**src/rtl/tcp_pkg.sv**
```systemverilog
// tcp_pkg: shared TCP types, constants and scheduler command encodings
package tcp_pkg;
  localparam int FLOWID_W = 8;
  localparam int IP_ADDR_W = 32;
  localparam int PORT_W = 16;
  localparam int TX_PAYLOAD_PTR_W = 14;
  localparam int TIMESTAMP_W = 16;
  localparam int MSS_DEFAULT = 1024;
  localparam logic [3:0] TCP_HDR_WORDS = 4'd5;
  localparam logic [7:0] TCP_ACK = 8'h10;
  localparam logic [7:0] TCP_PSH = 8'h08;
  typedef enum logic [1:0] {SCHED_NOP = 2'd0, SCHED_SET = 2'd1, SCHED_CLEAR = 2'd2} sched_op_e;
  typedef enum logic [2:0] {IDLE, RD, CALC, SEND, WB} seg_state_e;
  typedef struct packed {
    logic [31:0] ack_num;
  } ack_state_struct;
  typedef struct packed {
    logic [31:0] our_seq_num;
    ack_state_struct our_ack_state;
    logic [15:0] their_win_size;
  } smol_tx_state_struct;
  typedef struct packed {
    logic [31:0] their_ack_num;
    logic [15:0] our_win_size;
  } smol_rx_state_struct;
  typedef struct packed {
    logic [IP_ADDR_W-1:0] host_ip;
    logic [IP_ADDR_W-1:0] dest_ip;
    logic [PORT_W-1:0] host_port;
    logic [PORT_W-1:0] dest_port;
  } four_tuple_struct;
  typedef struct packed {
    logic [PORT_W-1:0] src_port;
    logic [PORT_W-1:0] dst_port;
    logic [31:0] seq_num;
    logic [31:0] ack_num;
    logic [3:0] data_offset;
    logic [3:0] reserved;
    logic [7:0] flags;
    logic [15:0] win_size;
    logic [15:0] chksum;
    logic [15:0] urg_pointer;
  } tcp_pkt_hdr;
  typedef struct packed {
    logic [FLOWID_W-1:0] flowid;
    sched_op_e rt_pend;
    sched_op_e ack_pend;
    sched_op_e data_pend;
    logic [TIMESTAMP_W-1:0] rt_pend_timestamp;
    logic [TIMESTAMP_W-1:0] data_pend_timestamp;
  } sched_cmd_struct;
endpackage

```
**src/rtl/tcp_hdr_assembler.sv**
```systemverilog
// tcp_hdr_assembler: packs TCP header fields; checksum is filled downstream
module tcp_hdr_assembler import tcp_pkg::*; (
  input  logic [PORT_W-1:0] src_port,
  input  logic [PORT_W-1:0] dst_port,
  input  logic [31:0]       seq_num,
  input  logic [31:0]       ack_num,
  input  logic [7:0]        flags,
  input  logic [15:0]       win_size,
  output tcp_pkt_hdr        hdr
);
  always_comb begin
    hdr = '0;
    hdr.src_port = src_port;
    hdr.dst_port = dst_port;
    hdr.seq_num = seq_num;
    hdr.ack_num = ack_num;
    hdr.data_offset = TCP_HDR_WORDS;
    hdr.flags = flags;
    hdr.win_size = win_size;
  end
endmodule

```
**src/rtl/tcp_tx_len_calc.sv**
```systemverilog
// tcp_tx_len_calc: picks segment length and start sequence for new or retransmitted data
module tcp_tx_len_calc import tcp_pkg::*; #(
  parameter int MSS_BYTES = MSS_DEFAULT
) (
  input  logic                      rt,
  input  smol_tx_state_struct       tx_state,
  input  logic [TX_PAYLOAD_PTR_W:0] tail_ptr,
  output logic [15:0]               len,
  output logic [31:0]               seq,
  output logic [TX_PAYLOAD_PTR_W:0] unsent
);
  logic [31:0] inflight, win, win_avail, lim_a, lim_b, pick;
  assign inflight = tx_state.our_seq_num - tx_state.our_ack_state.ack_num;
  assign unsent = tail_ptr - tx_state.our_seq_num[TX_PAYLOAD_PTR_W:0];
  assign win = 32'(tx_state.their_win_size);
  assign win_avail = win > inflight ? win - inflight : '0;
  assign lim_a = rt ? inflight : 32'(unsent);
  assign lim_b = rt ? win : win_avail;
  assign pick = lim_a < lim_b ? lim_a : lim_b;
  assign len = 16'(pick < 32'(MSS_BYTES) ? pick : 32'(MSS_BYTES));
  assign seq = rt ? tx_state.our_ack_state.ack_num : tx_state.our_seq_num;
endmodule

```
**src/rtl/tcp_tx_seg_gen.sv**
```systemverilog
// tcp_tx_seg_gen: reads flow state, sizes one TX segment, emits it and writes state back
module tcp_tx_seg_gen import tcp_pkg::*; #(
  parameter int MSS_BYTES = MSS_DEFAULT
) (
  input  logic                        clk,
  input  logic                        rst,
  input  logic                        sched_req_val,
  output logic                        sched_req_rdy,
  input  logic [FLOWID_W-1:0]         sched_req_flowid,
  input  logic                        sched_req_rt,
  output logic [FLOWID_W-1:0]         state_rd_req_addr,
  input  smol_tx_state_struct         tx_state_rd_resp_data,
  input  smol_rx_state_struct         rx_state_rd_resp_data,
  input  logic [TX_PAYLOAD_PTR_W:0]   tx_tail_ptr_rd_resp_data,
  input  four_tuple_struct            flow_lookup_rd_resp_data,
  output logic                        tx_state_wr_req_val,
  output logic [FLOWID_W-1:0]         tx_state_wr_req_addr,
  output smol_tx_state_struct         tx_state_wr_req_data,
  output logic                        tx_seg_val,
  input  logic                        tx_seg_rdy,
  output tcp_pkt_hdr                  tx_seg_hdr,
  output logic [FLOWID_W-1:0]         tx_seg_flowid,
  output logic [IP_ADDR_W-1:0]        tx_seg_src_ip,
  output logic [IP_ADDR_W-1:0]        tx_seg_dst_ip,
  output logic [TX_PAYLOAD_PTR_W-1:0] tx_seg_payload_addr,
  output logic [15:0]                 tx_seg_payload_len,
  output logic                        tx_sched_update_val,
  output sched_cmd_struct             tx_sched_update_cmd
);
  seg_state_e state, next;
  logic [FLOWID_W-1:0] flowid_r;
  logic rt_r;
  smol_tx_state_struct tx_st;
  smol_rx_state_struct rx_st;
  logic [TX_PAYLOAD_PTR_W:0] tail_r, unsent_c, unsent_r;
  four_tuple_struct tuple_r;
  logic [15:0] len_c, len_r;
  logic [31:0] seq_c, seq_r;
  tcp_tx_len_calc #(.MSS_BYTES(MSS_BYTES)) u_len (
    .rt(rt_r), .tx_state(tx_st), .tail_ptr(tail_r),
    .len(len_c), .seq(seq_c), .unsent(unsent_c)
  );
  tcp_hdr_assembler u_hdr (
    .src_port(tuple_r.host_port), .dst_port(tuple_r.dest_port),
    .seq_num(seq_r), .ack_num(rx_st.their_ack_num),
    .flags(len_r != '0 ? (TCP_ACK | TCP_PSH) : TCP_ACK),
    .win_size(rx_st.our_win_size), .hdr(tx_seg_hdr)
  );
  always_ff @(posedge clk or posedge rst) begin
    if (rst) begin
      state <= IDLE;
      flowid_r <= '0;
      rt_r <= 1'b0;
      tx_st <= '0;
      rx_st <= '0;
      tail_r <= '0;
      tuple_r <= '0;
      len_r <= '0;
      seq_r <= '0;
      unsent_r <= '0;
    end else begin
      state <= next;
      if (state == IDLE && sched_req_val) begin
        flowid_r <= sched_req_flowid;
        rt_r <= sched_req_rt;
      end
      if (state == RD) begin
        tx_st <= tx_state_rd_resp_data;
        rx_st <= rx_state_rd_resp_data;
        tail_r <= tx_tail_ptr_rd_resp_data;
        tuple_r <= flow_lookup_rd_resp_data;
      end
      if (state == CALC) begin
        len_r <= len_c;
        seq_r <= seq_c;
        unsent_r <= unsent_c;
      end
    end
  end
  always_comb begin
    next = state;
    unique case (state)
      IDLE: next = sched_req_val ? RD : IDLE;
      RD: next = CALC;
      CALC: next = SEND;
      SEND: next = tx_seg_rdy ? WB : SEND;
      WB: next = IDLE;
      default: next = IDLE;
    endcase
  end
  // write-back only advances the send pointer for new data; retransmits leave state untouched
  always_comb begin
    tx_state_wr_req_data = tx_st;
    tx_state_wr_req_data.our_seq_num = rt_r ? tx_st.our_seq_num : tx_st.our_seq_num + 32'(len_r);
    tx_sched_update_cmd = '0;
    tx_sched_update_cmd.flowid = flowid_r;
    tx_sched_update_cmd.ack_pend = SCHED_CLEAR;
    tx_sched_update_cmd.rt_pend = rt_r ? SCHED_CLEAR : SCHED_NOP;
    tx_sched_update_cmd.data_pend = (!rt_r && 16'(unsent_r) > len_r) ? SCHED_SET : SCHED_CLEAR;
  end
  assign sched_req_rdy = state == IDLE && !rst;
  assign state_rd_req_addr = flowid_r;
  assign tx_state_wr_req_val = state == WB;
  assign tx_state_wr_req_addr = flowid_r;
  assign tx_sched_update_val = state == WB;
  assign tx_seg_val = state == SEND;
  assign tx_seg_flowid = flowid_r;
  assign tx_seg_src_ip = tuple_r.host_ip;
  assign tx_seg_dst_ip = tuple_r.dest_ip;
  assign tx_seg_payload_addr = seq_r[TX_PAYLOAD_PTR_W-1:0];
  assign tx_seg_payload_len = len_r;
endmodule

```
**config.mk**
```make
export PLATFORM = sky130hd
export DESIGN_NAME = tcp_tx_seg_gen
export DESIGN_NICKNAME = d
export VERILOG_FILES = /design/src/rtl/tcp_pkg.sv /design/src/rtl/tcp_hdr_assembler.sv /design/src/rtl/tcp_tx_len_calc.sv /design/src/rtl/tcp_tx_seg_gen.sv
export SDC_FILE = /design/constraint.sdc
export NUM_CORES = 1
export LEC_CHECK = 0
export CORE_AREA = 2 2 258 260
export CTS_CLUSTER_SIZE = 30
export DETAILED_ROUTE_END_ITERATION = 10
export DIE_AREA = 0 0 260 262
export PLACE_DENSITY = 0.59
export SYNTH_ARGS = -nofsm -noshare
export SYNTH_HDL_FRONTEND = slang
export SYNTH_SLANG_ARGS = --single-unit
```
**constraint.sdc**
```tcl
create_clock -name clk -period 16.6 [get_ports clk]
set_input_delay 1.66 -clock clk [delete_from_list [all_inputs] [get_ports clk]]
set_output_delay 1.66 -clock clk [all_outputs]
set_load 0.05 [all_outputs]
```
# Word-level counts from Yosys, hierarchy flattened
# Index checks and enable logic that the tools add are counted.
[classes] addsub=4 magnitude_cmp=4 n_eq_ne=4 muxes=13 n_reduce_logical=7
[op_table] operator="two-way mux 32 bit" n=6
[op_table] operator="adder 32 x 16 -> 32 bit" n=1
[op_table] operator="greater-than comparator 16 x 32 -> 1 bit" n=1
[op_table] operator="less-than comparator 32 x 11 -> 1 bit, second input constant" n=1
[op_table] operator="less-than comparator 32 bit" n=1
[op_table] operator="subtractor 16 x 32 -> 32 bit" n=1
[op_table] operator="subtractor 32 bit" n=1
[op_table] operator="greater-than comparator 15 x 16 -> 1 bit" n=1
[op_table] operator="two-way mux 16 bit" n=1
[op_table] operator="nonzero test 16 bit" n=1
[op_table] operator="subtractor 15 bit" n=1
[op_table] operator="one-hot mux 3 bit (4 select lines)" n=1
[op_table] operator="equality test 3 x 2 -> 1 bit, second input constant" n=2
[op_table] operator="two-way mux 2 bit" n=2
[op_table] operator="two-way mux 4 bit" n=1
[op_table] operator="equality test 3 x 1 -> 1 bit, second input constant" n=1
[op_table] operator="equality test 3 bit, second input constant" n=1
[op_table] operator="logical AND 1 bit" n=3
[op_table] operator="zero test 3 bit" n=1
[op_table] operator="two-way mux 3 bit" n=1
[op_table] operator="zero test 1 bit" n=2
[op_table] operator="two-way mux 1 bit" n=1
[word_totals] register_bits=314 in_bits=252 out_inout_bits=408 elab_cells=48

# Logic depth before layout (Yosys ltp)
[logic_depth] depth_word=8 mapped_depth=31 ltp_nobuf=29

# By module
# From an unflattened synthesis, not the netlist that was laid out.
[unflattened] hier_cells=1997 area_unflattened_um2=20712.4
[by_module_without_submodules] mod="tcp_tx_seg_gen" instances=1 cells_each=1131 area_per_inst_um2=14719.1 seq_area_each_um2=7857.5
[by_module_without_submodules] mod="tcp_tx_len_calc" instances=1 cells_each=704 area_per_inst_um2=4784.6 seq_area_each_um2=0.0
[by_module_without_submodules] mod="tcp_hdr_assembler" instances=1 cells_each=162 area_per_inst_um2=1208.7 seq_area_each_um2=0.0

# Worst setup path after synthesis
# OpenSTA, ideal clock, no wires.
[synth_timing] path_kind="reg-to-reg" start="register tx_st[54] in the netlist's numbering" end="register len_r[2], in the netlist tx_seg_payload_len[2]" setup_time_ns=0.137 arrival_time_ns=5.700 t_required_ns=16.463 slack_ns=10.764 path_stages_with_launch=30 path_buffers=2 synth_period_minus_slack_ns=5.836 path_cell_list="dfrtp_1 -> ha_1 -> a2111o_1 -> o21ai_4 -> nand2_1 -> a21o_1 -> a21oi_1 -> xnor2_1 -> inv_1 -> ha_1 -> nand3_1 -> nor2_1 -> a221oi_2 -> nor2_1 -> o31ai_2 -> a2111oi_4 -> buf_6 -> a22oi_2 -> ha_1 -> a21oi_1 -> nor2b_1 -> o21ai_0 -> nand2b_1 -> a211o_1 -> o32ai_1 -> a21oi_1 -> o32ai_2 -> a211o_1 -> buf_6 -> o221ai_2"
[synth_between] elab_chain_len=8 elab_cells_between_ends=11 classes_between="add/sub: 3; order compare: 3; mux: 5"
[synth_lines] element="start: declaration" line="tcp_tx_seg_gen.sv:33" rtl="smol_tx_state_struct tx_st;"
[synth_lines] element="start signal: assignment" line="tcp_tx_seg_gen.sv:68" rtl="tx_st <= tx_state_rd_resp_data;"
[synth_lines] element="subtractor 32 bit" line="tcp_tx_len_calc.sv:13" rtl="assign inflight = tx_state.our_seq_num - tx_state.our_ack_state.ack_num;"
[synth_lines] element="subtractor 16 x 32 -> 32 bit / greater-than comparator 16 x 32 -> 1 bit (equally long branches)" line="tcp_tx_len_calc.sv:16" rtl="assign win_avail = win > inflight ? win - inflight : '0;"
[synth_lines] element="two-way mux 32 bit" line="tcp_tx_len_calc.sv:16"
[synth_lines] element="two-way mux 32 bit" line="tcp_tx_len_calc.sv:18" rtl="assign lim_b = rt ? win : win_avail;"
[synth_lines] element="less-than comparator 32 bit" line="tcp_tx_len_calc.sv:19" rtl="assign pick = lim_a < lim_b ? lim_a : lim_b;"
[synth_lines] element="two-way mux 32 bit *" line="tcp_tx_len_calc.sv:19"
[synth_lines] element="less-than comparator 32 x 11 -> 1 bit" line="tcp_tx_len_calc.sv:20" rtl="assign len = 16'(pick < 32'(MSS_BYTES) ? pick : 32'(MSS_BYTES));"
[synth_lines] element="two-way mux 16 bit *" line="tcp_tx_len_calc.sv:20"
[synth_lines] element="end signal: assignment" line="tcp_tx_seg_gen.sv:74" rtl="len_r <= len_c;"
[synth_lines] element="end: declaration" line="tcp_tx_seg_gen.sv:37" rtl="logic [15:0] len_c, len_r;"
# Mark *: on every way between the ends. The rest lies on a longest branch, timed or not.
# A chain may end at the register's enable or synchronous reset.

# Worst setup path after layout
[layout_timing] start="register tx_st[54] in the netlist's numbering" end="register len_r[0], in the netlist tx_seg_payload_len[0]"
# The elaborated chain is that of the path after synthesis.

==> results_dict.tcl <==
set metrics [dict create \
    grt_start_max_net_pins 188 \
    reg2reg_to "tx_seg_payload_len[0]" \
    cts-buffers-inserted 40 \
    drive_gt1_frac 0.134 \
    drc_errors 0 \
    routedWlPerCell_um 21.4 \
    hold_viol_final 0 \
    synth_cell_types 81 \
    status "completed" \
    cts_max_level 2 \
    dr_total_vias 15800 \
    gp_congestion 0.895 \
    die_x_um 260 \
    routed_wl_um 69400 \
    fin_crit_sh 0.460 \
    r2r_start "tx_st[54]" \
    rr_worst_depth 26 \
    ys_seq_area_frac 0.413 \
    syn_area_um2 19000 \
    clk_latency_ps 560 \
    nNetsFinal 2713 \
    synth_flop_cell "dfrtp_1" \
    dieArea_um2 68100 \
    synthArstFlopShare 1.00 \
    finalSetupViolations 0 \
    core_area_um2 65300 \
    grt_setup_unrepaired "false" \
    tns_ps 0 \
    grt_pass1_wl_um 103000 \
    ctsHoldBuffers 0 \
    hold_class "flop to flop" \
    met3_length_um 5210 \
    wl_met1_um 28600 \
    grt_overflow 0 \
    cts_tree "done" \
    criticalPathCategory "flop to flop" \
    path_clk_slew_ps 50 \
    max-slew-margin-rel 0.260 \
    avgViaCountPerCell 4.86 \
    synth-edff-count 0 \
    cap_violations 0 \
    final_antenna_net_count 0 \
    antenna_found_initial 7 \
    synthCells 1878 \
    dr.pass1.iters 7 \
    io_pins 660 \
    syn_to_final_growth_pct 37.5 \
    cts_buffer_depth 3 \
    yosys_warnings 0 \
    dr_wl_met2_um 34300 \
    hold_depth 2 \
    max_freq_mhz 131 \
    r2r_slack_ps 8970 \
    die_h_um 262 \
    min_period_ps 7630 \
    holdPathEnd "seq_r[14]" \
    grt_pass1_vias 16400 \
    ctsResizeCount 0 \
    drtIter0Drc 898 \
    ys_seq_elements 314 \
    grt_usage 0.198 \
    slew_viol_final 0 \
    highest_layer "met5" \
    root_buffer "clkbuf_16" \
    min_from "seq_r[14]" \
    clock_sinks 314 \
    required_ps 17060 \
    cp_max_fo 14 \
    rows 94 \
    end_kind "flop" \
    start_util 0.292 \
    crit_arrival_ps 8080 \
    io_buffers 577 \
    post_synth.cell_area_avg_um2 10.1 \
    dp_hpwl_um 54700 \
    clock_skew_ps 17.0 \
    worst_pin_slew_ps 1110 \
    worstSetupStartpointType "flop" \
    cts_setup_buffers 0 \
]
[per-layer routing]
metal | up-vias | track usage
met1 | 7719 | 0.247
met5 | - | 0
met3 | 90 | 0.0506
met4 | 8 | 0.0455
met2 | 638 | 0.344
li1 | 7316 | -
[worst max path at each step]
stage	slack, ps	from	end
after global placement	9240	tx_state_wr_req_data[22]	tx_seg_payload_len[0]
after detailed placement	9090	tx_st[48]	tx_seg_payload_len[0]
after global routing	8420	tx_st[48]	tx_seg_payload_len[0]
final	8970	tx_st[54]	tx_seg_payload_len[0]
after floorplan	6250	rst	rt_r
after CTS	9040	tx_st[54]	tx_seg_payload_len[0]
[per-stage QoR]
stage / hold slack [ps] / setup slack (ps) / std cells / cell area (um2) / utilization
CTS: 486 / 9040 / 3245 / 26200 / 0.401
detailed placement: 473 / 9090 / 3172 / 24700 / 0.379
finish: 479 / 8970 / 3247 / 26200 / 0.401
global route: 514 / 8420 / 3246 / 26200 / 0.401
floorplan: 450 / 6250 / 1958 / 19300 / -
global placement: 466 / 9240 / 3172 / 24700 / 0.379
[state kept, by name, summed over array words and instances (netlist names)]
name / cells
tuple_r: 32
state_rd_req_addr: 8
rx_st: 48
tx_state_wr_req_data: 48
tail_r: 15
rt_r: 1
tx_st: 32
unsent_r: 15
tx_seg_dst_ip: 32
state: 3
seq_r: 32
tx_seg_src_ip: 32
tx_seg_payload_len: 16
[layout make-up]
cell class | count | area, um2
well taps | 864 | 1080
flip-flops and latches | 314 | 7860
fillers | 6350 | 39100
diodes | 2 | 5.00
multi-input cells | 1295 | 9500
inverters | 110 | 420
clock inverters | 16 | 262
clock buffers | 57 | 1160
repair buffers | 589 | 5880
[cell families (layout without fill, tap and decap cells)]
kind of cell               Yosys count  after routing  share of synthesized area
AOI/OAI and AO/OA                  393            393                      0.137
and+or+nand+nor                    392            392                     0.0953
buffers and inverters              349            772                      0.104
DFF                                314            314                      0.413
muxes                              247            247                      0.143
adders and majority gates          111            111                     0.0746
xor gates and xnor gates            70             70                     0.0322
other                                2             84                   0.000395
[critical path, cell delays in order (launching register included)]
cell and delay (ps):
dfrtp_1 430, ha_1 390, a2111o_1 490, o21ai_4 250, nand2_1 140, a21o_1 190
a21oi_1 170, xnor2_1 200, inv_1 100, ha_1 420, nand3_1 110, nor2_1 170
a221oi_2 130, nor2_1 130, o31ai_2 130, a2111oi_4 880, a22oi_1 260, ha_1 390
a21o_1 190, a21o_1 170, a21oi_1 190, o21ai_0 150, o32ai_1 320, a21oi_1 100
o32ai_2 300, nand4b_1 690, o221ai_2 430
[placed cells by master (no fill, tap or decap), types with 13 or more instances in the layout]
cell	synthesis	routed
dfrtp_1	314	313
mux2i_1	43	43
nand4_1	15	15
nor2_1	62	62
nor3_1	20	19
nand2b_1	19	18
nand3_1	13	13
nor2b_1	14	14
conb_1	2	82
o21ai_0	148	148
nand2_1	191	191
inv_1	110	109
xor2_1	37	37
a21oi_1	74	74
ha_1	107	107
clkbuf_16	0	42
mux2_2	204	204
xnor2_1	33	33
o21a_1	16	16
a21o_1	27	27
clkdlybuf4s50_1	0	577
[Yosys cell counts (13+ instances only)]
cell type,count,area [um2]
dfrtp_1,314,7860
mux2_2,204,2300
nand2_1,191,717
buf_4,172,1290
o21ai_0,148,741
inv_1,110,413
ha_1,107,1340
a21oi_1,74,370
nor2_1,62,233
clkbuf_1,56,210
mux2i_1,43,430
xor2_1,37,324
xnor2_1,33,289
a21o_1,27,203
nor3_1,20,100
nand2b_1,19,119
o21a_1,16,120
nand4_1,15,93.8
nor2b_1,14,87.6
nand3_1,13,65.1
Power is left out: the tool's default activity adds up to more than one toggle a clock period on the data nets, which glitch-free logic cannot reach.
